===== src/rtl/boot_bus_sequencer_if.sv =====
// Shared boot/CPU/DMA bus bundle.
// master = sequencer, slave = copier/CPU/DMA/memory side.
interface boot_bus_sequencer_if;
    logic        copier_reset_n;
    logic        copier_done;
    logic [15:0] copier_address;
    logic        copier_ram_we_n;
    logic        cpu_reset_n;
    logic        cpu_idle;
    logic        cpu_wait_n;
    logic [15:0] cpu_address;
    logic        cpu_ram_we_n;
    logic        cpu_ram_cs_n;
    logic        dma_req;
    logic        dma_gnt;
    logic [15:0] dma_address;
    logic        dma_ram_we_n;
    logic [15:0] address;
    logic        ram_we_n;
    logic        ram_cs_n;
    logic        eeprom_oe_n;
    logic        eeprom_cs_n;
    logic        boot_done;

    modport master (
        output copier_reset_n,
        input  copier_done,
        input  copier_address,
        input  copier_ram_we_n,
        output cpu_reset_n,
        input  cpu_idle,
        output cpu_wait_n,
        input  cpu_address,
        input  cpu_ram_we_n,
        input  cpu_ram_cs_n,
        input  dma_req,
        output dma_gnt,
        input  dma_address,
        input  dma_ram_we_n,
        output address,
        output ram_we_n,
        output ram_cs_n,
        output eeprom_oe_n,
        output eeprom_cs_n,
        output boot_done
    );

    modport slave (
        input  copier_reset_n,
        output copier_done,
        output copier_address,
        output copier_ram_we_n,
        input  cpu_reset_n,
        output cpu_idle,
        input  cpu_wait_n,
        output cpu_address,
        output cpu_ram_we_n,
        output cpu_ram_cs_n,
        output dma_req,
        input  dma_gnt,
        output dma_address,
        output dma_ram_we_n,
        input  address,
        input  ram_we_n,
        input  ram_cs_n,
        input  eeprom_oe_n,
        input  eeprom_cs_n,
        input  boot_done
    );
endinterface


===== src/rtl/boot_bus_sequencer.sv =====
// Boot bus owner: copier boot, CPU release, then CPU/DMA arbitration.
// Control outputs are registered; the address/strobe mux decodes state.
module boot_bus_sequencer #(
    parameter int unsigned COPIER_RESET_CYCLES = 4,
    parameter int unsigned RELEASE_CYCLES      = 2,
    parameter int unsigned DMA_MAX_CYCLES      = 64
) (
    input  logic                  clock,
    input  logic                  reset_n,
    boot_bus_sequencer_if.master  bus
);

    typedef enum logic [2:0] {
        HOLD   = 3'd0,
        COPY   = 3'd1,
        SETTLE = 3'd2,
        CPU    = 3'd3,
        DMA    = 3'd4,
        COOL   = 3'd5
    } state_e;

    localparam logic [15:0] HOLD_LAST   = 16'(COPIER_RESET_CYCLES - 1);
    localparam logic [15:0] SETTLE_LAST = 16'(RELEASE_CYCLES - 1);
    localparam logic [15:0] DMA_LAST    = 16'(DMA_MAX_CYCLES - 1);

    state_e      state_q, state_d;
    logic [15:0] cnt_q, cnt_d;

    logic copier_reset_n_q;
    logic cpu_reset_n_q;
    logic cpu_wait_n_q;
    logic dma_gnt_q;
    logic boot_done_q;

    logic [15:0] address_mux;
    logic        ram_we_mux;
    logic        ram_cs_mux;
    logic        eeprom_oe_mux;
    logic        eeprom_cs_mux;

    // Next-state and cycle counter for boot timing and DMA hold limit.
    always_comb begin
        state_d = state_q;
        cnt_d   = cnt_q;
        case (state_q)
            HOLD: begin
                if (cnt_q == HOLD_LAST) begin
                    state_d = COPY;
                    cnt_d   = '0;
                end else begin
                    cnt_d = cnt_q + 16'd1;
                end
            end
            COPY: begin
                if (bus.copier_done) begin
                    state_d = SETTLE;
                    cnt_d   = '0;
                end
            end
            SETTLE: begin
                if (cnt_q == SETTLE_LAST) begin
                    state_d = CPU;
                    cnt_d   = '0;
                end else begin
                    cnt_d = cnt_q + 16'd1;
                end
            end
            CPU: begin
                if (bus.dma_req && bus.cpu_idle) begin
                    state_d = DMA;
                    cnt_d   = '0;
                end
            end
            DMA: begin
                if (!bus.dma_req) begin
                    state_d = CPU;
                    cnt_d   = '0;
                end else if (cnt_q == DMA_LAST) begin
                    state_d = COOL;
                    cnt_d   = '0;
                end else begin
                    cnt_d = cnt_q + 16'd1;
                end
            end
            COOL: begin
                state_d = CPU;
                cnt_d   = '0;
            end
            default: begin
                state_d = HOLD;
                cnt_d   = '0;
            end
        endcase
    end

    // State, counter and registered control outputs.
    always_ff @(posedge clock or negedge reset_n) begin
        if (!reset_n) begin
            state_q          <= HOLD;
            cnt_q            <= '0;
            copier_reset_n_q <= 1'b0;
            cpu_reset_n_q    <= 1'b0;
            cpu_wait_n_q     <= 1'b0;
            dma_gnt_q        <= 1'b0;
            boot_done_q      <= 1'b0;
        end else begin
            state_q          <= state_d;
            cnt_q            <= cnt_d;
            copier_reset_n_q <= (state_d != HOLD);
            cpu_reset_n_q    <= (state_d == CPU) || (state_d == DMA)
                                || (state_d == COOL);
            boot_done_q      <= (state_d == CPU) || (state_d == DMA)
                                || (state_d == COOL);
            cpu_wait_n_q     <= (state_d == CPU) || (state_d == COOL);
            dma_gnt_q        <= (state_d == DMA);
        end
    end

    // Bus owner mux; SETTLE parks the address high with all strobes off.
    always_comb begin
        address_mux   = 16'h0000;
        ram_we_mux    = 1'b1;
        ram_cs_mux    = 1'b1;
        eeprom_oe_mux = 1'b1;
        eeprom_cs_mux = 1'b1;
        case (state_q)
            COPY: begin
                address_mux   = bus.copier_address;
                ram_we_mux    = bus.copier_ram_we_n;
                ram_cs_mux    = 1'b0;
                eeprom_oe_mux = 1'b0;
                eeprom_cs_mux = 1'b0;
            end
            SETTLE: begin
                address_mux = 16'hFFFF;
            end
            CPU, COOL: begin
                address_mux = bus.cpu_address;
                ram_we_mux  = bus.cpu_ram_we_n;
                ram_cs_mux  = bus.cpu_ram_cs_n;
            end
            DMA: begin
                address_mux = bus.dma_address;
                ram_we_mux  = bus.dma_ram_we_n;
                ram_cs_mux  = 1'b0;
            end
            default: begin
                address_mux = 16'h0000;
            end
        endcase
    end

    assign bus.copier_reset_n = copier_reset_n_q;
    assign bus.cpu_reset_n    = cpu_reset_n_q;
    assign bus.cpu_wait_n     = cpu_wait_n_q;
    assign bus.dma_gnt        = dma_gnt_q;
    assign bus.boot_done      = boot_done_q;
    assign bus.address        = address_mux;
    assign bus.ram_we_n       = ram_we_mux;
    assign bus.ram_cs_n       = ram_cs_mux;
    assign bus.eeprom_oe_n    = eeprom_oe_mux;
    assign bus.eeprom_cs_n    = eeprom_cs_mux;

endmodule


===== src/flat_wrapper.sv =====
// flat-port wrapper written by rule: the top's interface ports become plain ports
module boot_bus_sequencer_flat 
#(
    parameter int unsigned COPIER_RESET_CYCLES = 4,
    parameter int unsigned RELEASE_CYCLES      = 2,
    parameter int unsigned DMA_MAX_CYCLES      = 64
)
  (clock, reset_n, bus_copier_reset_n, bus_copier_done, bus_copier_address, bus_copier_ram_we_n, bus_cpu_reset_n, bus_cpu_idle, bus_cpu_wait_n, bus_cpu_address, bus_cpu_ram_we_n, bus_cpu_ram_cs_n, bus_dma_req, bus_dma_gnt, bus_dma_address, bus_dma_ram_we_n, bus_address, bus_ram_we_n, bus_ram_cs_n, bus_eeprom_oe_n, bus_eeprom_cs_n, bus_boot_done);
  boot_bus_sequencer_if bus_i ();
  input  logic clock;
  input  logic reset_n;
  output wire logic [$bits(bus_i.copier_reset_n)-1:0] bus_copier_reset_n;
  input wire logic [$bits(bus_i.copier_done)-1:0] bus_copier_done;
  input wire logic [$bits(bus_i.copier_address)-1:0] bus_copier_address;
  input wire logic [$bits(bus_i.copier_ram_we_n)-1:0] bus_copier_ram_we_n;
  output wire logic [$bits(bus_i.cpu_reset_n)-1:0] bus_cpu_reset_n;
  input wire logic [$bits(bus_i.cpu_idle)-1:0] bus_cpu_idle;
  output wire logic [$bits(bus_i.cpu_wait_n)-1:0] bus_cpu_wait_n;
  input wire logic [$bits(bus_i.cpu_address)-1:0] bus_cpu_address;
  input wire logic [$bits(bus_i.cpu_ram_we_n)-1:0] bus_cpu_ram_we_n;
  input wire logic [$bits(bus_i.cpu_ram_cs_n)-1:0] bus_cpu_ram_cs_n;
  input wire logic [$bits(bus_i.dma_req)-1:0] bus_dma_req;
  output wire logic [$bits(bus_i.dma_gnt)-1:0] bus_dma_gnt;
  input wire logic [$bits(bus_i.dma_address)-1:0] bus_dma_address;
  input wire logic [$bits(bus_i.dma_ram_we_n)-1:0] bus_dma_ram_we_n;
  output wire logic [$bits(bus_i.address)-1:0] bus_address;
  output wire logic [$bits(bus_i.ram_we_n)-1:0] bus_ram_we_n;
  output wire logic [$bits(bus_i.ram_cs_n)-1:0] bus_ram_cs_n;
  output wire logic [$bits(bus_i.eeprom_oe_n)-1:0] bus_eeprom_oe_n;
  output wire logic [$bits(bus_i.eeprom_cs_n)-1:0] bus_eeprom_cs_n;
  output wire logic [$bits(bus_i.boot_done)-1:0] bus_boot_done;
  assign bus_copier_reset_n = bus_i.copier_reset_n;
  assign bus_i.copier_done = bus_copier_done;
  assign bus_i.copier_address = bus_copier_address;
  assign bus_i.copier_ram_we_n = bus_copier_ram_we_n;
  assign bus_cpu_reset_n = bus_i.cpu_reset_n;
  assign bus_i.cpu_idle = bus_cpu_idle;
  assign bus_cpu_wait_n = bus_i.cpu_wait_n;
  assign bus_i.cpu_address = bus_cpu_address;
  assign bus_i.cpu_ram_we_n = bus_cpu_ram_we_n;
  assign bus_i.cpu_ram_cs_n = bus_cpu_ram_cs_n;
  assign bus_i.dma_req = bus_dma_req;
  assign bus_dma_gnt = bus_i.dma_gnt;
  assign bus_i.dma_address = bus_dma_address;
  assign bus_i.dma_ram_we_n = bus_dma_ram_we_n;
  assign bus_address = bus_i.address;
  assign bus_ram_we_n = bus_i.ram_we_n;
  assign bus_ram_cs_n = bus_i.ram_cs_n;
  assign bus_eeprom_oe_n = bus_i.eeprom_oe_n;
  assign bus_eeprom_cs_n = bus_i.eeprom_cs_n;
  assign bus_boot_done = bus_i.boot_done;
  boot_bus_sequencer #(.COPIER_RESET_CYCLES(COPIER_RESET_CYCLES), .RELEASE_CYCLES(RELEASE_CYCLES), .DMA_MAX_CYCLES(DMA_MAX_CYCLES)) u_core (.clock(clock), .reset_n(reset_n), .bus(bus_i));
endmodule

===== config.mk =====
export PLATFORM = sky130hd
export DESIGN_NAME = boot_bus_sequencer_flat
export DESIGN_NICKNAME = d
export VERILOG_FILES = /design/src/rtl/boot_bus_sequencer_if.sv /design/src/rtl/boot_bus_sequencer.sv /design/src/flat_wrapper.sv
export SDC_FILE = /design/constraint.sdc
export NUM_CORES = 1
export LEC_CHECK = 0
export CORE_ASPECT_RATIO = 0.9
export CORE_UTILIZATION = 43
export DETAILED_ROUTE_END_ITERATION = 10
export PLACE_DENSITY = 0.83
export SYNTH_ARGS = -nofsm -noshare
export SYNTH_HDL_FRONTEND = slang
export SYNTH_SLANG_ARGS = --single-unit

===== constraint.sdc =====
create_clock -name clock -period 2.6 [get_ports clock]
set_input_delay 0.52 -clock clock [delete_from_list [all_inputs] [get_ports clock]]
set_output_delay 0.52 -clock clock [all_outputs]
set_load 0.05 [all_outputs]

Yosys cells after proc, flatten, opt, wreduce, memory -nomap -nowiden
Cells that the tools add are included.
Word-level totals
  register bits: 23
  word-level logic and storage cells: 47
Cells by class
  $add $sub $neg: 1
  eq/ne operators: 13
  mux-type cells: 18
  reduce and logical (&&, ||, !) cells: 9
Operator list (count)
  $mux 16: 6
  $pmux 16 s5: 1
  $pmux 16 s4: 1
  $mux 3: 6
  $pmux 3 s6: 1
  $add 16x1->16 const B: 1
  $eq 16x1->1 const B: 1
  $eq 16x2->1 const B: 1
  $eq 16x6->1 const B: 1
  $eq 3x3->1 const B: 4
  $eq 3x2->1 const B: 3
  $reduce_or 2->1: 2
  $eq 3x1->1 const B: 1
  $logic_not 3->1: 1
  $logic_or 1x1->1: 3
  $pmux 1 s3: 1
  $reduce_bool 3->1: 1
  $ne 2x1->1 const B: 1
  $ne 2x2->1 const B: 1
  $pmux 1 s2: 1
  $reduce_and 2->1: 1
  $logic_and 1x1->1: 1
  $mux 1: 1

Longest topological paths before layout
  word-level depth: 7
  depth in mapped cells: 7
  mapped depth without buffers: 6

Worst setup path after synthesis
Ideal clock, no wire load.
  path type: reg-to-output
  start: register u_core.state_q[0]
  end: output port bus_address[0]
  arrival time: 2.314 ns
  data required time: 2.080 ns
  setup slack: -0.234 ns
  stages on the path, launching flop included: 7
  buffers on the path: 2
  path through: dfrtp_1 buf_6 clkbuf_1 mux2i_1 nor2_1 a21oi_1 o21ai_0
On the way
  word-level cells in the longest chain between the ends: 3
RTL lines
  from (decl): RTL line boot_bus_sequencer.sv:26  | state_e state_q, state_d;
  from (signal assigned): RTL line boot_bus_sequencer.sv:107  | state_q <= state_d;
  $eq 3x2->1 / $eq 3x3->1 (equally long branches): RTL line boot_bus_sequencer.sv:126  | case (state_q)
  $reduce_or 2->1: RTL line boot_bus_sequencer.sv:126
  $pmux 16 s4 (*): RTL line boot_bus_sequencer.sv:126
  to (decl): RTL line flat_wrapper.sv:26  | output wire logic [$bits(bus_i.address)-1:0] bus_address;
Mark *: on every way between the ends. The rest lies on a longest branch, timed or not.

Worst setup path after layout
  start: register u_core.state_q[0]
  end: output port bus_eeprom_cs_n
On the way
  word-level cells in the longest chain between the ends: 2
RTL lines
  $eq 3x1->1: RTL line boot_bus_sequencer.sv:126
  $mux 1: RTL line boot_bus_sequencer.sv:126
  to (decl): RTL line flat_wrapper.sv:30  | output wire logic [$bits(bus_i.eeprom_cs_n)-1:0] bus_eeprom_cs_n;
Every way passes these cells.

==> metrics.md <==
| Metric | Value |
|---|---|
| Result of the run | `complete, no violations` |
| Storage element area | `576 µm²` |
| FILL cells | `330` |
| Place WS | `0.220 ns` |
| Area growth, synth to finish | `54.2%` |
| Global-route wire length before repair | `9930 µm` |
| GR met2 Demand/Resource | `0.456` |
| Clock root cell | `sky130_fd_sc_hd__clkbuf_8` |
| TritonCTS clock tree | `built` |
| Worst R2R Setup Slack | `about 0.18 ns` |
| Number of storage elements in the synthesis netlist | `23` |
| Type of origin of the critical path | `flop` |
| Drt wl/cell | `approximately 16 µm` |
| CP Cell Sequence | `inv_1 > or3_1 > buf_4` |
| CP peak stage delay | `just over 0.6 ns` |
| Total routing usage reported by global routing | `0.264` |
| Worst skew pair latency | `0.26 ns` |
| CTS hold repair buffers | `0` |
| Final-report max-slew violation count | `0` |
| Hold Crit Depth | `1` |
| # diodes | `0` |
| Worst relative slew slack | `0.531` |
| Critical R2R Capture | `u_core.cnt_q[8]` |
| Global routing met1 resource utilization | `0.329` |
| Ratio of routed vias to standard cells | `approximately 5.8` |
| Type of the tightest min-delay check | `reg -> reg` |
| Synth area leader | `sky130_fd_sc_hd__dfrtp_1` |
| Setup repair after global routing missed its margin | `false` |
| Category of the worst setup path capture point | `output pin` |
| Hold wc startpoint | `u_core.cnt_q[0]` |
| Initial Utilization | `0.464` |
| Die area | `about 4800 µm²` |
| Met3 global-route usage | `0.0457` |
| Transition at the pin with the smallest max-transition slack | `roughly 0.70 ns` |
| Floorplan Core Area | `4210 µm²` |
| Count of nets after finishing | `381` |
| Number of nets produced by synthesis | `307` |
| CTS clock-pin slew for the worst setup and hold paths | `0.08 ns` |
| Dominant cells by area after synthesis | `sky130_fd_sc_hd__dfrtp_1 (29%), sky130_fd_sc_hd__o21ai_0 (10%), sky130_fd_sc_hd__mux2i_1 (9.7%)` |
| Mean Syn Cell Area | `7.88 µm²` |
| Clock skew after layout | `0.00219 ns` |
| Most frequently used flop master after synthesis | `sky130_fd_sc_hd__dfrtp_1` |
| Depth of the worst register-to-register path | `5` |
| Hold worst-path end | `u_core.cnt_q[0]` |
| Logic depth of the worst path, buffers included | `3` |
| Required time at the worst-slack endpoint | `around 2.1 ns` |
| Period Utilization, post-route | `0.940` |
| Kind of critical path | `reg -> out` |
| Multi-input logic area | `around 1300 µm²` |
| Number of remaining DRC errors | `0` |
| Buffers and inverters on the worst path | `2` |
| Die extent in x | `73.1 µm` |
| Slowest-stage cell, CP | `sky130_fd_sc_hd__dfrtp_1` |
| Top Usage Layer GRT | `met2` |
| Setup TNS after final layout | `0 ns` |
| Reported leakage power | `1.24 nW` |
| Final worst path period need | `2.44 ns` |
| Largest delay contributor family on the critical path | `flip-flops` |
| Count of flip-flops with a built-in enable after synthesis | `0` |
| Number of antenna violations at the first check in global routing | `0` |
| Syn. warnings | `0` |
| Number of endpoints failing setup at the final stage | `0` |
| Via count | `between 2000 and 2500` |
| Die boundary height | `66.0 µm` |
| Upper clock frequency limit | `0.409 GHz` |
| Router iterations before antenna repair | `4` |
| Sequential area share after synthesis | `0.294` |
| Drt total wl | `6170 µm` |
| Post-CTS Setup Inserts | `0` |
| Number of CTS-inserted buffers | `3` |
| Post-route ant nets | `0` |
| Max Cap Violations | `0` |
| Fraction of registers with async set or reset after synthesis | `1.00` |
| Detailed Place HPWL | `~4700 µm` |
| Input/output buffers | `81` |
| Number of H-tree levels | `1` |
| Io pins | `82` |
| Worst setup margin | `0.156 ns` |
| Reg-to-reg critical path startpoint | `u_core.cnt_q[8]` |
| Layout cells sized above 1 | `0.159` |
| Clock Path Buffers | `2` |
| WP data arrival | `1.92 ns` |
| Std cell rows | `22` |
| Final hold violation count | `0` |
| VDD IR max | `0.00105 V` |
| Area share of the largest cell type after synthesis | `0.294` |
| Synthesized area | `1950 µm²` |
| Final weighted congestion of routability-driven global placement | `0.861` |
| Largest net degree at the start of global routing | `24` |
| Power density over cell area | `1200 nW/µm²` |
| Standard cell area after detailed placement | `just under 3000 µm²` |
| Number of cells upsized or downsized after cts | `0` |
| Final std cell area, no fill | `3010 µm²` |
| Max Fanout on Critical Path | `20` |
| Number of global-route vias before repair | `2082` |
| Overflow after GRT | `0` |
| Number of standard cells after synthesis | `between 200 and 250` |
| Clock sinks | `23` |
| DRT iter0 DRCs | `about 180` |
| Unique cell type count in the Yosys netlist | `44` |
Yosys cell counts, drive strengths merged (2+ instances only):
| cell type | count |
|---|---|
| a211o | 4 |
| a21o | 4 |
| a21oi | 23 |
| a22oi | 6 |
| and3 | 4 |
| buf | 4 |
| clkbuf | 17 |
| dfrtp | 23 |
| ha | 2 |
| inv | 4 |
| mux2i | 19 |
| nand2 | 18 |
| nand2b | 2 |
| nand3 | 9 |
| nor2 | 24 |
| nor2b | 2 |
| nor3 | 3 |
| nor4 | 2 |
| nor4b | 2 |
| o21ai | 43 |
| or2 | 4 |
| or3 | 6 |
| or4 | 4 |
| xnor2 | 4 |
where the power goes:
group	total [mW]	leakage (nW)	internal, mW	switching (mW)
Combinational	2.90	0.914	1.20	1.70
Clock	0.224	0.0228	0.109	0.115
Sequential	0.498	0.306	0.421	0.0763
per-stage QoR:
step | hold WS [ns] | std cells | power, mW | util
4_1_cts | 0.547 | 381 | 3.62 | 0.716
6_report | 0.539 | 381 | 3.62 | 0.716
2_1_floorplan | 0.224 | 248 | 2.24 | -
3_3_place_gp | 0.516 | 377 | 3.37 | 0.705
3_5_place_dp | 0.536 | 377 | 3.39 | 0.705
5_1_grt | 0.577 | 381 | 3.79 | 0.716
placed cells by master, fill, tap and decap left out, drive strengths merged:
master         synthesis  routed
nand4                  1       1
and4                   1       1
nor3                   3       3
nand3                  9       9
a22oi                  6       6
or4                    4       4
o32ai                  1       1
xnor2                  4       4
clkdlybuf4s50          0      61
buf                    4      29
nand2                 18      18
a21o                   4       4
nand2b                 2       2
mux2                   1       1
nor2b                  2       2
a21oi                 23      23
ha                     2       2
dfrtp                 23      23
or2                    4       4
o32a                   1       1
clkbuf                17       4
a221o                  1       1
a221oi                 1       1
o21a                   1       1
and3                   4       4
a311oi                 1       1
a2111oi                1       1
o21ai                 43      43
nor4                   2       2
or3                    6       6
or4bb                  1       1
a21bo                  1       1
o22ai                  1       1
a211o                  4       4
mux2i                 19      19
and2                   1       1
inv                    4       4
nor4b                  2       2
a211oi                 1       1
nor2                  24      24
worst max-delay path by stage:
| stage | startpoint | to | slack [ns] |
|---|---|---|---|
| after CTS | u_core.state_q[0] | bus_eeprom_cs_n | 0.16 |
| final | u_core.state_q[0] | bus_eeprom_cs_n | 0.16 |
| after floorplan | u_core.state_q[1] | bus_ram_cs_n | 0.008 |
| after global placement | u_core.cnt_q[7] | u_core.cnt_q[8] | 0.25 |
| after global routing | u_core.cnt_q[7] | u_core.cnt_q[8] | 0.05 |
| after detailed placement | u_core.cnt_q[7] | u_core.cnt_q[8] | 0.22 |
final cells by class:
type                       instances  area share
clock buffer                       4      0.0149
inverter                           4     0.00498
multi-input combinational        200       0.419
sequential                        23       0.191
tap                               60      0.0249
timing repair buffer              90       0.345
kinds of logic after synthesis:
| logic type | Yosys count | share of synthesized area |
|---|---|---|
| XOR/XNOR | 4 | 0.0179 |
| AND/OR/NAND/NOR | 84 | 0.230 |
| multiplexers | 20 | 0.103 |
| adder cells (fa/ha/maj) | 2 | 0.0128 |
| AO/OA/AOI/OAI | 90 | 0.282 |
| flip-flops | 23 | 0.294 |
| buffers and inverters | 25 | 0.0595 |
metal layers:
layer / vias up / part of all wire
met2: 85 / 0.51
li1: 1057 / -
met5: - / 0
met4: 0 / 0.023
met3: 16 / 0.043
met1: 1037 / 0.43
sequential cells by signal, indices dropped and copies added (netlist names):
register,count
u_core.bus.copier_reset_n,1
u_core.bus.cpu_reset_n,1
u_core.bus.cpu_wait_n,1
u_core.bus.dma_gnt,1
u_core.state_q,3
u_core.cnt_q,16
Note: power is estimated with default switching activity, not from simulation.
